**src/rtl/eggtimer_pkg.sv**
```systemverilog
// Shared types, default constants and the mod-60 BCD step used by the egg-timer front end.
package eggtimer_pkg;

  typedef logic [3:0] bcd_digit_t;

  typedef struct packed {
    bcd_digit_t tens;
    bcd_digit_t ones;
  } bcd_pair_t;

  localparam int SEC_MAX_DEF    = 999;
  localparam int DISP_MAX_DEF   = 1;
  localparam int DBNC_MAX_DEF   = 9;
  localparam int DBNC_DEPTH_DEF = 2;
  localparam int CTR_WIDTH_DEF  = 12;

  localparam bcd_digit_t BCD_ONES_MAX = 4'd9;
  localparam bcd_digit_t BCD_TENS_MAX = 4'd5;

  // 59 rolls straight to 00 rather than passing through an illegal 60.
  function automatic bcd_pair_t bcd_inc60(input bcd_pair_t v);
    bcd_pair_t r;
    r = v;
    if (v.ones == BCD_ONES_MAX) begin
      r.ones = '0;
      r.tens = (v.tens == BCD_TENS_MAX) ? '0 : v.tens + 4'd1;
    end else begin
      r.ones = v.ones + 4'd1;
    end
    return r;
  endfunction

endpackage

```
**src/rtl/button_debounce.sv**
```systemverilog
// Two-flop synchronizer followed by a strobe-advanced sample shift register;
// the level only moves once every held sample agrees.
module button_debounce
  import eggtimer_pkg::*;
#(
  parameter int DEPTH = DBNC_DEPTH_DEF
) (
  input  logic clk_i,
  input  logic rst_ni,
  input  logic sample_i,
  input  logic btn_i,
  output logic level_o
);

  logic [1:0]       sync_q;
  logic [DEPTH-1:0] shift_q;
  logic [DEPTH-1:0] shift_d;
  logic [DEPTH-1:0] shifted;
  logic             level_q;
  logic             level_d;

  if (DEPTH > 1) begin : g_multi
    assign shifted = {shift_q[DEPTH-2:0], sync_q[1]};
  end else begin : g_single
    assign shifted = sync_q[1];
  end

  always_comb begin
    shift_d = shift_q;
    level_d = level_q;
    if (sample_i) begin
      shift_d = shifted;
      if (&shifted) begin
        level_d = 1'b1;
      end else if (~|shifted) begin
        level_d = 1'b0;
      end
    end
  end

  always_ff @(posedge clk_i or negedge rst_ni) begin
    if (!rst_ni) begin
      sync_q  <= '0;
      shift_q <= '0;
      level_q <= 1'b0;
    end else begin
      sync_q  <= {sync_q[0], btn_i};
      shift_q <= shift_d;
      level_q <= level_d;
    end
  end

  assign level_o = level_q;

endmodule

```
**src/rtl/cooktime_input_frontend.sv**
```systemverilog
// Egg-timer input front end: strobe dividers, three debounced buttons and the
// programmed mm:ss cook time held as two independent BCD mod-60 counters.
module cooktime_input_frontend
  import eggtimer_pkg::*;
#(
  parameter int SEC_MAX    = SEC_MAX_DEF,
  parameter int DISP_MAX   = DISP_MAX_DEF,
  parameter int DBNC_MAX   = DBNC_MAX_DEF,
  parameter int DBNC_DEPTH = DBNC_DEPTH_DEF,
  parameter int CTR_WIDTH  = CTR_WIDTH_DEF
) (
  input  logic       clk_i,
  input  logic       rst_ni,
  input  logic       cooktime_btn_i,
  input  logic       minutes_btn_i,
  input  logic       seconds_btn_i,
  input  logic       prog_mode_i,
  output logic       pulse_1s_o,
  output logic       pulse_disp_o,
  output logic       cooktime_req_o,
  output logic       minutes_dbnce_o,
  output logic       seconds_dbnce_o,
  output bcd_digit_t seconds_prog_o,
  output bcd_digit_t tens_seconds_prog_o,
  output bcd_digit_t minutes_prog_o,
  output bcd_digit_t tens_minutes_prog_o
);

  localparam int NUM_DIV = 3;
  localparam logic [NUM_DIV-1:0][CTR_WIDTH-1:0] DIV_MAX = {
    CTR_WIDTH'(DBNC_MAX), CTR_WIDTH'(DISP_MAX), CTR_WIDTH'(SEC_MAX)
  };

  logic [NUM_DIV-1:0] tick;

  // Index 0: 1 s, index 1: display refresh, index 2: debounce sampling.
  for (genvar g = 0; g < NUM_DIV; g++) begin : g_div
    logic [CTR_WIDTH-1:0] cnt_q;
    logic [CTR_WIDTH-1:0] cnt_d;

    always_comb begin
      cnt_d = (cnt_q == DIV_MAX[g]) ? '0 : cnt_q + CTR_WIDTH'(1);
    end

    always_ff @(posedge clk_i or negedge rst_ni) begin
      if (!rst_ni) begin
        cnt_q <= '0;
      end else begin
        cnt_q <= cnt_d;
      end
    end

    assign tick[g] = (cnt_q == DIV_MAX[g]);
  end

  logic cooktime_lvl;
  logic minutes_lvl;
  logic seconds_lvl;

  button_debounce #(.DEPTH(DBNC_DEPTH)) u_dbnc_cooktime (
    .clk_i    (clk_i),
    .rst_ni   (rst_ni),
    .sample_i (tick[2]),
    .btn_i    (cooktime_btn_i),
    .level_o  (cooktime_lvl)
  );

  button_debounce #(.DEPTH(DBNC_DEPTH)) u_dbnc_minutes (
    .clk_i    (clk_i),
    .rst_ni   (rst_ni),
    .sample_i (tick[2]),
    .btn_i    (minutes_btn_i),
    .level_o  (minutes_lvl)
  );

  button_debounce #(.DEPTH(DBNC_DEPTH)) u_dbnc_seconds (
    .clk_i    (clk_i),
    .rst_ni   (rst_ni),
    .sample_i (tick[2]),
    .btn_i    (seconds_btn_i),
    .level_o  (seconds_lvl)
  );

  logic      sec_prev_q;
  logic      min_prev_q;
  logic      inc_sec;
  logic      inc_min;
  bcd_pair_t sec_q;
  bcd_pair_t sec_d;
  bcd_pair_t min_q;
  bcd_pair_t min_d;

  // An edge seen while not armed is dropped; a held button cannot re-fire.
  assign inc_sec = seconds_lvl & ~sec_prev_q & cooktime_lvl & prog_mode_i;
  assign inc_min = minutes_lvl & ~min_prev_q & cooktime_lvl & prog_mode_i;

  always_comb begin
    sec_d = inc_sec ? bcd_inc60(sec_q) : sec_q;
    min_d = inc_min ? bcd_inc60(min_q) : min_q;
  end

  always_ff @(posedge clk_i or negedge rst_ni) begin
    if (!rst_ni) begin
      sec_prev_q <= 1'b0;
      min_prev_q <= 1'b0;
      sec_q      <= '0;
      min_q      <= '0;
    end else begin
      sec_prev_q <= seconds_lvl;
      min_prev_q <= minutes_lvl;
      sec_q      <= sec_d;
      min_q      <= min_d;
    end
  end

  assign pulse_1s_o          = tick[0];
  assign pulse_disp_o        = tick[1];
  assign cooktime_req_o      = cooktime_lvl;
  assign minutes_dbnce_o     = minutes_lvl;
  assign seconds_dbnce_o     = seconds_lvl;
  assign seconds_prog_o      = sec_q.ones;
  assign tens_seconds_prog_o = sec_q.tens;
  assign minutes_prog_o      = min_q.ones;
  assign tens_minutes_prog_o = min_q.tens;

endmodule

```
**config.mk**
```make
export PLATFORM = sky130hd
export DESIGN_NAME = cooktime_input_frontend
export DESIGN_NICKNAME = d
export VERILOG_FILES = /design/src/rtl/eggtimer_pkg.sv /design/src/rtl/button_debounce.sv /design/src/rtl/cooktime_input_frontend.sv
export SDC_FILE = /design/constraint.sdc
export NUM_CORES = 1
export LEC_CHECK = 0
export ABC_CLOCK_PERIOD_IN_PS = 2050
export BUFFER_PORTS_ARGS = -buffer_cell sky130_fd_sc_hd__buf_2
export CAP_MARGIN = 10
export CORE_MARGIN = 3
export CORE_UTILIZATION = 30
export CTS_CLUSTER_SIZE = 24
export DETAILED_ROUTE_END_ITERATION = 10
export HOLD_SLACK_MARGIN = 0.08
export PLACE_DENSITY_LB_ADDON = 0.05
export SLEW_MARGIN = 20
export SYNTH_ARGS = -nofsm -noshare
export SYNTH_HDL_FRONTEND = slang
export SYNTH_SLANG_ARGS = --single-unit
```
**constraint.sdc**
```tcl
create_clock -name clk_i -period 2.05 [get_ports clk_i]
set_input_delay 0.3075 -clock clk_i [delete_from_list [all_inputs] [get_ports clk_i]]
set_output_delay 0.3075 -clock clk_i [all_outputs]
set_load 0.02 [all_outputs]
```
==> flow_summary.yaml, run 1 <==
status:
  status: "finished, final reports clean"
layout:
  stdcell_count: 426
  drive_gt1_frac: 0.183
  fill_cells: 902
  nets: 309
  seq_area_mm2: 0.00165
  multi_input_area_mm2: 0.00117
  diodes: 0
  syn_to_final_growth_pct: 18.8
routing:
  detail_route.first_pass.iterations: 4
  drtIter0Drc: 29
  vias: 1879
  finalWirelength_um: 5100
  wl_per_cell_um: 12.0
  via_per_inst: 4.41
  remaining_drc_errors: 0
  antenna_left: 0
place:
  post-dp-hpwl_um: 3410
  globalplace.congestion: 0.729
  dpl.cell_count: 404
  io_buffers: 26
clock_network:
  cts_buffers: 9
  root_buffer: "clkbuf_8"
  path_clk_slew_ns: 0.07
  clock_latency_ns: 0.34
  cts_max_level: 3
  cts_tree: "done"
  clkSinkCount: 66
  cts_max_path_buffers: 2
global_route:
  gr-total-overflow: 0
  grt_first_pass_wirelength_um: 9470
  gr-usage-all-layers: 0.108
  gr-usage-met2: 0.174
  grt_util_met1: 0.135
  grt_pass1_vias: 1991
  grt_max_degree: 48
  antenna_found_initial: 0
  busiest_layer: "met2"
  grtUsageMet3: 0.0342
sta:
  fin_worst_skew_ns: 0.0112
  slew_violations: 0
  rsz0062_at_grt: "true"
  max_freq_mhz: 501
  fin_crit_sh: 0.975
  slew_headroom: 0.666
  hold_ws_ns: 0.371
  finalHoldViolations: 0
  tightestPinTransition_ns: 0.502
  finalSetupViolations: 0
  period_minus_slack_ns: 2.00
worst_setup_path:
  critPathArrivalTime_ns: 1.69
  worstRegToRegCells: 6
  r2r_start: "g_div[2].cnt_q[1]"
  cp-end-kind: "output port"
  critPathMaxFanout: 3
  start_kind: "flop"
  crit_type: "flop to output port"
  critical_path_required_ns: 1.74
  crit_start: "g_div[0].cnt_q[10]"
power_and_ir_drop:
  switching_share: 0.255
  vdd.ir_drop.worst_mv: 0.309
  p_int_mw: 1.86
  p_sw_mw: 0.638
  powerDensity_mw_per_mm2: 739
  p_comb_frac: 0.058
  p_seq_frac: 0.557
  p_clk_frac: 0.385
  leakagePower_nw: 1.62
die:
  core_area_mm2: 0.00898
  die_h_um: 104
  die_w_um: 104
  initial_core_util: 0.318
  num_io_pins: 27
  rows: 34
  dieArea_mm2: 0.0107
synth:
  yosys_warnings: 0
  synth_xor_area_frac: 0.104
  synth-compound-area-share: 0.0465
  synthSimpleGateAreaFrac: 0.207
  synth_fa_ha_area_frac: 0.0351
  synth_flop_cell: "dfrtp_1"
  synthCells: 253
  synth.distinct_cells: 34
  synthMuxAreaShare: 0.0158
  ys_top_cells_by_count: "dfrtp_1, nand2_1, nor2_1"
  synth_top_family_by_area: "simple AND/OR/NAND/NOR gates"
  ys_async_sr_fraction: 1.00
  synth_top_area_cell: "dfrtp_1"
  ys_top_cells_by_area: "dfrtp_1, xor2_1, xnor2_1"
  netlist_area_mm2: 0.00285
  synth.net_count: 267
  synth-edff-count: 0
  synth.most_common_cell: "dfrtp_1"
  yosysSeqAreaShare: 0.579
  ys_ff_latch: 66
  synth_top_cell_area_share: 0.579
  syn_area_per_cell_um2: 11.3
worst_hold_path:
  whs_path_depth: 0
  min-delay-start: "u_dbnc_cooktime.sync_q[0]"
  hold_class: "flop to flop"
run:
  maxCapViolCount: 0
## cell usage in the layout (no fill, tap or decap), types with 2 or more instances in the layout
| cell type | instances |
|---|---|
| dlygate4sd3_1 | 4 |
| nor3b_1 | 2 |
| a21o_1 | 3 |
| clkinv_2 | 3 |
| xor2_1 | 18 |
| xnor2_1 | 16 |
| nand2_1 | 25 |
| and4b_1 | 2 |
| mux2_2 | 4 |
| nor2b_1 | 3 |
| nand4_1 | 6 |
| nor4_1 | 2 |
| nor3_1 | 5 |
| nor4b_1 | 2 |
| o21ai_0 | 9 |
| a21oi_1 | 2 |
| buf_2 | 25 |
| dfrtp_1 | 66 |
| and4_1 | 3 |
| nand2b_1 | 7 |
| clkinvlp_4 | 2 |
| nand3_1 | 18 |
| nor2_1 | 24 |
| buf_4 | 4 |
| and3_1 | 6 |
| inv_1 | 6 |
| a22o_1 | 3 |
| ha_1 | 7 |
| clkbuf_8 | 10 |
## stage by stage
step           worst slack [ns]  total power [mW]  utilization  TNS (ns)  instance area, um^2
2_1_floorplan             0.221              1.48            -         0                 2850
3_3_place_gp              0.280              1.56        0.352         0                 3160
3_5_place_dp              0.280              1.56        0.352         0                 3160
4_1_cts                  0.0171              2.58        0.377         0                 3390
5_1_grt                 -0.0248              2.65        0.377   -0.0248                 3390
6_report                 0.0522              2.50        0.377         0                 3390
## registers in the layout, indices dropped and copies added (netlist names)
name                     cells
g_div.cnt_q                 36
minutes_prog_o               4
seconds_prog_o               4
tens_minutes_prog_o          4
tens_seconds_prog_o          4
u_dbnc_cooktime.sync_q       2
u_dbnc_minutes.sync_q        2
u_dbnc_seconds.sync_q        2
min_prev_q                   1
sec_prev_q                   1
u_dbnc_cooktime.level_o      1
u_dbnc_cooktime.shift_q      1
u_dbnc_minutes.level_o       1
u_dbnc_minutes.shift_q       1
u_dbnc_seconds.level_o       1
u_dbnc_seconds.shift_q       1
## metal layers
metal	up-vias	wire length [um]
met3	8	207
met2	29	2300
met4	0	80
met5	-	0
li1	951	-
met1	891	2520
## path summary, 6_finish.rpt
| check | to | slack [ns] |
|---|---|---|
| max in group asynchronous | u_dbnc_minutes.shift_q[0] | 0.95 |
| max reg2reg | u_dbnc_minutes.level_o | 0.25 |
| max | pulse_1s_o | 0.05 |
| min | u_dbnc_cooktime.sync_q[1] | 0.37 |
| min reg2reg | u_dbnc_cooktime.sync_q[1] | 0.37 |
| min in group asynchronous | minutes_prog_o[3] | 0.47 |
## timing repair
item | CTS | global route
buffers inserted | 2 | 0
gates resized for setup | 1 | 1
cloned | 0 | 0
pin swaps | 1 | 1
hold endpoints to repair | 22 | 0
endpoints found under the setup margin | 1 | 1
hold buffers | 4 | 0
## cells by family after synthesis
family,count (synthesis)
multiplexers,4
AND/OR/NAND/NOR,111
buffers and inverters,9
flip-flops,66
AO/OA/AOI/OAI,21
adder cells (fa/ha/maj),8
XOR/XNOR,34
## power groups by stage
stage / clock [mW] / combinational (mW) / sequential [mW]
final: 0.964 / 0.145 / 1.39
after global routing: 1.08 / 0.164 / 1.41
after CTS: 1.04 / 0.151 / 1.39
after detailed placement: 0 / 0.145 / 1.42
after global placement: 0 / 0.145 / 1.42
after floorplan: 0 / 0.0377 / 1.44
## area by class of cell
| cell class | instances | area share |
|---|---|---|
| Tap cell | 126 | 0.0465 |
| Inverter | 6 | 0.00665 |
| Clock inverter | 5 | 0.00886 |
| Timing Repair Buffer | 34 | 0.0635 |
| Multi-Input combinational cell | 178 | 0.345 |
| Sequential cell | 66 | 0.487 |
| Clock buffer | 11 | 0.0417 |
## worst max-delay path, stage by stage (launching register included)
cell,delay (ns)
dfrtp_1,0.41
or4b_4,0.54
nor4_4,0.21
buf_4,0.20
Power figures use the tool's default switching activity.
==> run 2, diff against run 1 <==
--- a/config.mk
+++ b/config.mk
@@ -13,7 +13,7 @@
 export CTS_CLUSTER_SIZE = 24
 export DETAILED_ROUTE_END_ITERATION = 10
 export HOLD_SLACK_MARGIN = 0.08
-export PLACE_DENSITY_LB_ADDON = 0.05
+export RECOVER_POWER = 25
 export SLEW_MARGIN = 20
 export SYNTH_ARGS = -nofsm -noshare
 export SYNTH_HDL_FRONTEND = slang
==> run 2 against run 1 <==
  * Largest cell class unchanged
  * Flip-flop and latch count did not move
  * Critical endpoint unchanged
  * Final area rose by 0.96%
  * The run now ends with setup timing left
  * Setup slack got worse by 0.061 ns
  * Register-to-register slack barely moved
  * Clock skew fell by 0.0039 ns
  * Critical path type unchanged
  * Utilization rose by 0.36 points
  * Wire length fell by 7.1%
  * Sequential power barely moved
==> flow_summary.yaml, run 2 (same netlist as run 1, synthesis figures left out) <==
status:
  status: "complete, but fails checks"
  violations: "setup timing"
worst_hold_path:
  whs_path_depth: 0
  hold_class: "flop to flop"
power_and_ir_drop:
  leakagePower_nw: 1.64
  powerDensity_mw_per_mm2: 824
  vdd.ir_drop.worst_mv: 0.420
  p_total_mw: 2.82
worst_setup_path:
  critPathMaxFanout: 6
  worstRegToRegCells: 6
  worstSetupEndpoint: "pulse_1s_o"
  critPathArrivalTime_ns: 1.75
  r2r_slack_ns: 0.25
  cp_slowest_cell: "or4b_4"
  start_kind: "flop"
  crit_type: "flop to output port"
  r2r_start: "g_div[2].cnt_q[1]"
  critical_path_required_ns: 1.74
  cp-end-kind: "output port"
  crit_chain: "or4b_4 -> nor4_4 -> buf_4"
  cpPeakStageDelay_ns: 0.57
  crit_start: "g_div[0].cnt_q[3]"
  r2r-end: "u_dbnc_seconds.level_o"
routing:
  wl_met1_um: 2380
  remaining_drc_errors: 0
  dr_wl_met3_um: 202
  antenna_left: 0
  met2WireLength_um: 2130
  via_per_inst: 4.40
  finalWirelength_um: 4740
  vias: 1865
  drtIter0Drc: 65
  detail_route.first_pass.iterations: 4
  wl_per_cell_um: 11.2
  top_layer_used: "met4"
sta:
  period_minus_slack_ns: 2.06
  hold_ws_ns: 0.369
  finalSetupViolations: 1
  tightestPinTransition_ns: 0.892
  fin_worst_skew_ns: 0.00730
  max_freq_mhz: 486
  finalHoldViolations: 0
  slew_headroom: 0.406
  fin_crit_sh: 1.00
  slew_violations: 0
  rsz0062_at_grt: "true"
  setup_ws_ns: -0.00868
layout:
  fill_cells: 870
  nets: 307
  final_area_mm2: 0.00342
  top_register: "g_div.cnt_q"
  utilization: 0.381
  largest_reg_flops: 36
  syn_to_final_growth_pct: 19.9
  drive_gt1_frac: 0.171
  multi_input_area_mm2: 0.00117
  mostFrequentLayoutCell: "dfrtp_1"
  diodes: 0
  seq_area_mm2: 0.00165
  final_cell_mix: "dfrtp_1, nand2_1, nor2_1, buf_2"
global_route:
  antenna_found_initial: 0
  grt_max_degree: 67
  grt_first_pass_wirelength_um: 8560
  gr-total-overflow: 0
  gr-usage-all-layers: 0.0961
  grt_pass1_vias: 1851
die:
  die_w_um: 104
  die_h_um: 104
  core_area_mm2: 0.00898
  num_io_pins: 27
  initial_core_util: 0.318
  rows: 34
  dieArea_mm2: 0.0107
clock_network:
  cts_buffers: 9
  clock_latency_ns: 0.33
  path_clk_slew_ns: 0.07
  cts_max_path_buffers: 2
  cts_max_level: 3
  root_buffer: "clkbuf_8"
  cts_tree: "done"
  clkSinkCount: 66
place:
  io_buffers: 26
  dp_slack_ns: 0.284
  post-dp-hpwl_um: 3220
  place_area_mm2: 0.00316
  globalplace.congestion: 0.766
run:
  maxCapViolCount: 0
run 2: changes by cell type in the layout (fill, tap and decap cells not counted), sizes merged:
cell      change
bufinv        +3
buf           -4
clkinvlp      -1
clkbuf        +2
clkinv        -2
run 2: metrics by stage:
step,setup TNS (ns),std cells
6_report,-0.00868,424
5_1_grt,-0.0958,424
4_1_cts,-0.0446,424
3_5_place_dp,0,404
3_3_place_gp,0,404
2_1_floorplan,0,253
run 2: what timing repair did:
| item | 4_1_cts | 5_1_grt |
|---|---|---|
| gates resized for setup | 1 | 1 |
| endpoints found under the setup margin | 1 | 1 |
| hold buffers | 4 | 0 |
| setup buffers | 0 | 0 |
| gates cloned | 0 | 0 |
| endpoints found under the hold margin | 69 | 0 |
run 2: worst max-delay path: cells and delay by family (launching register included):
family | cells | cell delay (ns)
AND/OR/NAND/NOR | 2 | 0.78
buffers and inverters | 1 | 0.20
flip-flops | 1 | 0.44
run 2: power breakdown:
group          internal [mW]  switching (mW)  leakage [nW]  total (mW)
Combinational         0.0527          0.0897         0.663       0.142
Clock                  0.807           0.474         0.114        1.28
Sequential              1.34          0.0510         0.859        1.39
Total                   2.20           0.614          1.64        2.82
run 2: final cells by class:
type                    count  share of cell area
multi-input cells         178               0.341
flip-flops and latches     66               0.483
clock buffers              11              0.0384
well taps                 126              0.0461
clock inverters             5              0.0300
inverters                   6             0.00658
repair buffers             32              0.0545
run 2: worst min-delay path by stage:
stage	end	start	slack (ns)
after global placement	u_dbnc_seconds.sync_q[1]	u_dbnc_seconds.sync_q[0]	0.34
after CTS	u_dbnc_minutes.sync_q[1]	u_dbnc_minutes.sync_q[0]	0.37
final	u_dbnc_minutes.sync_q[1]	u_dbnc_minutes.sync_q[0]	0.37
after detailed placement	minutes_prog_o[3]	rst_ni	0.35
after floorplan	g_div[0].cnt_q[0]	rst_ni	0.01
after global routing	u_dbnc_minutes.sync_q[1]	u_dbnc_minutes.sync_q[0]	0.37
run 2: metal layers:
layer	up-vias	GRT usage
met1	882	0.120
met4	0	0.0228
li1	951	-
met3	4	0.0448
met2	28	0.152
met5	-	0
==> run 3, diff against run 2 <==
--- a/config.mk
+++ b/config.mk
@@ -5,7 +5,7 @@
 export SDC_FILE = /design/constraint.sdc
 export NUM_CORES = 1
 export LEC_CHECK = 0
-export ABC_CLOCK_PERIOD_IN_PS = 2050
+export ABC_CLOCK_PERIOD_IN_PS = 2300
 export BUFFER_PORTS_ARGS = -buffer_cell sky130_fd_sc_hd__buf_2
 export CAP_MARGIN = 10
 export CORE_MARGIN = 3
==> constraint.sdc (replaced) <==
create_clock -name clk_i -period 2.3 [get_ports clk_i]
set_input_delay 0.345 -clock clk_i [delete_from_list [all_inputs] [get_ports clk_i]]
set_output_delay 0.345 -clock clk_i [all_outputs]
set_load 0.02 [all_outputs]
==> run 3 against run 2 <==
  * The flow now finishes without violations
  * Clock skew up 0.00064 ns
  * Die area unchanged
  * Hold slack worse by 0.26 ns
  * Sequential power down 11%
  * Global-route usage up 0.056 points
  * Cell count down 0.47%
  * First-iteration DRC count down 17%
  * Critical path depth unchanged
  * Clock-buffer cell count unchanged
  * Wire length up 1.2%
  * Flip-flop and latch count unchanged
  * Critical path type unchanged
  * Critical endpoint unchanged
==> flow_summary.yaml, run 3 (same netlist as run 1, synthesis figures left out) <==
global_route:
  gr-usage-all-layers: 0.0967
  grt_pass1_vias: 1842
  grt_max_degree: 26
  gr-total-overflow: 0
  antenna_found_initial: 0
  grt_first_pass_wirelength_um: 8540
layout:
  drive_gt1_frac: 0.176
  top_register: "g_div.cnt_q"
  final_cell_mix: "dfrtp_1, nand2_1, buf_2, nor2_1"
  multi_input_area_mm2: 0.00117
  mostFrequentLayoutCell: "dfrtp_1"
  diodes: 0
  syn_to_final_growth_pct: 18.5
  stdcell_count: 422
  nets: 305
  final_area_mm2: 0.00338
  largest_reg_flops: 36
  fill_cells: 870
  seq_area_mm2: 0.00165
power_and_ir_drop:
  powerDensity_mw_per_mm2: 720
  leakagePower_nw: 1.63
  vdd.ir_drop.worst_mv: 0.379
sta:
  finalSetupViolations: 0
  finalHoldViolations: 0
  slew_violations: 0
  period_minus_slack_ns: 2.07
  fin_worst_skew_ns: 0.00794
  slew_headroom: 0.0736
  tightestPinTransition_ns: 1.39
  rsz0062_at_grt: "false"
  hold_ws_ns: 0.113
  max_freq_mhz: 484
  fin_crit_sh: 0.898
  setup_tns_ns: 0
  setup_ws_ns: 0.234
clock_network:
  cts_tree: "done"
  cts_buffers: 9
  clock_latency_ns: 0.34
  clkSinkCount: 66
  path_clk_slew_ns: 0.07
  cts_resized: 0
  ctsHoldBuffers: 1
  cts_max_level: 3
  postCtsSetupBuffers: 0
  root_buffer: "clkbuf_8"
  cts_max_path_buffers: 2
worst_setup_path:
  cp-end-kind: "output port"
  critical_path_required_ns: 1.96
  cpPeakStageDelay_ns: 0.58
  crit_type: "flop to output port"
  critPathArrivalTime_ns: 1.72
  crit_chain: "or4b_4 -> nor4_4 -> buf_2"
  critPathMaxFanout: 6
  cp_slowest_cell: "or4b_4"
  start_kind: "flop"
die:
  rows: 34
  dieArea_mm2: 0.0107
  core_area_mm2: 0.00898
  die_h_um: 104
  num_io_pins: 27
  initial_core_util: 0.318
  die_w_um: 104
place:
  place_area_mm2: 0.00315
  dp_slack_ns: 0.507
  io_buffers: 26
  post-dp-hpwl_um: 3390
  dpl.cell_count: 405
  globalplace.congestion: 0.770
routing:
  remaining_drc_errors: 0
  vias: 1895
  drtIter0Drc: 54
  antenna_left: 0
  wl_per_cell_um: 11.4
  via_per_inst: 4.49
  detail_route.first_pass.iterations: 4
  finalWirelength_um: 4800
status:
  status: "finished, final reports clean"
run:
  maxCapViolCount: 0
worst_hold_path:
  hold_class: "input port to flop"
-- run 3: metrics by stage --
step	power [mW]	util
floorplan	1.32	-
finish	2.43	0.376
detailed placement	1.39	0.351
CTS	2.48	0.377
global placement	1.39	0.351
global route	2.54	0.376
-- run 3: final cells by class --
type | instances | share of cell area
clock inverters | 5 | 0.0230
multi-input cells | 178 | 0.345
clock buffers | 11 | 0.0418
well taps | 126 | 0.0466
flip-flops and latches | 66 | 0.489
inverters | 6 | 0.00666
repair buffers | 30 | 0.0478
-- run 3: metal layers --
metal  vias to the layer above  GRT usage  wire length, um
li1                        945          -                -
met1                       904      0.125             2320
met2                        34      0.150             2170
met3                        12     0.0323              213
met4                         0     0.0399               90
met5                         -          0                0
-- run 3: critical path: cells and delay by family, from the launching register on --
kind	cells	cell delay (ns)
buf+inv	1	0.21
flops	1	0.44
simple gates	2	0.74
-- run 3: worst paths after layout --
check | startpoint | end | slack (ns) | depth (start not counted)
setup reg to reg | g_div[2].cnt_q[1] | u_dbnc_seconds.level_o | 0.51 | 6
hold reg to reg | u_dbnc_minutes.sync_q[0] | u_dbnc_minutes.sync_q[1] | 0.37 | 0
max in group asynchronous | rst_ni | g_div[1].cnt_q[1] | 0.44 | 3
min in group asynchronous | rst_ni | minutes_prog_o[3] | 0.85 | 2
hold / removal | cooktime_btn_i | u_dbnc_cooktime.sync_q[0] | 0.11 | 1
setup / recovery | g_div[0].cnt_q[3] | pulse_1s_o | 0.23 | 3
-- run 3: power breakdown --
group	total (mW)	internal (mW)	switching (mW)
registers	1.24	1.20	0.0431
logic	0.125	0.0450	0.0804
clock network	1.07	0.637	0.429
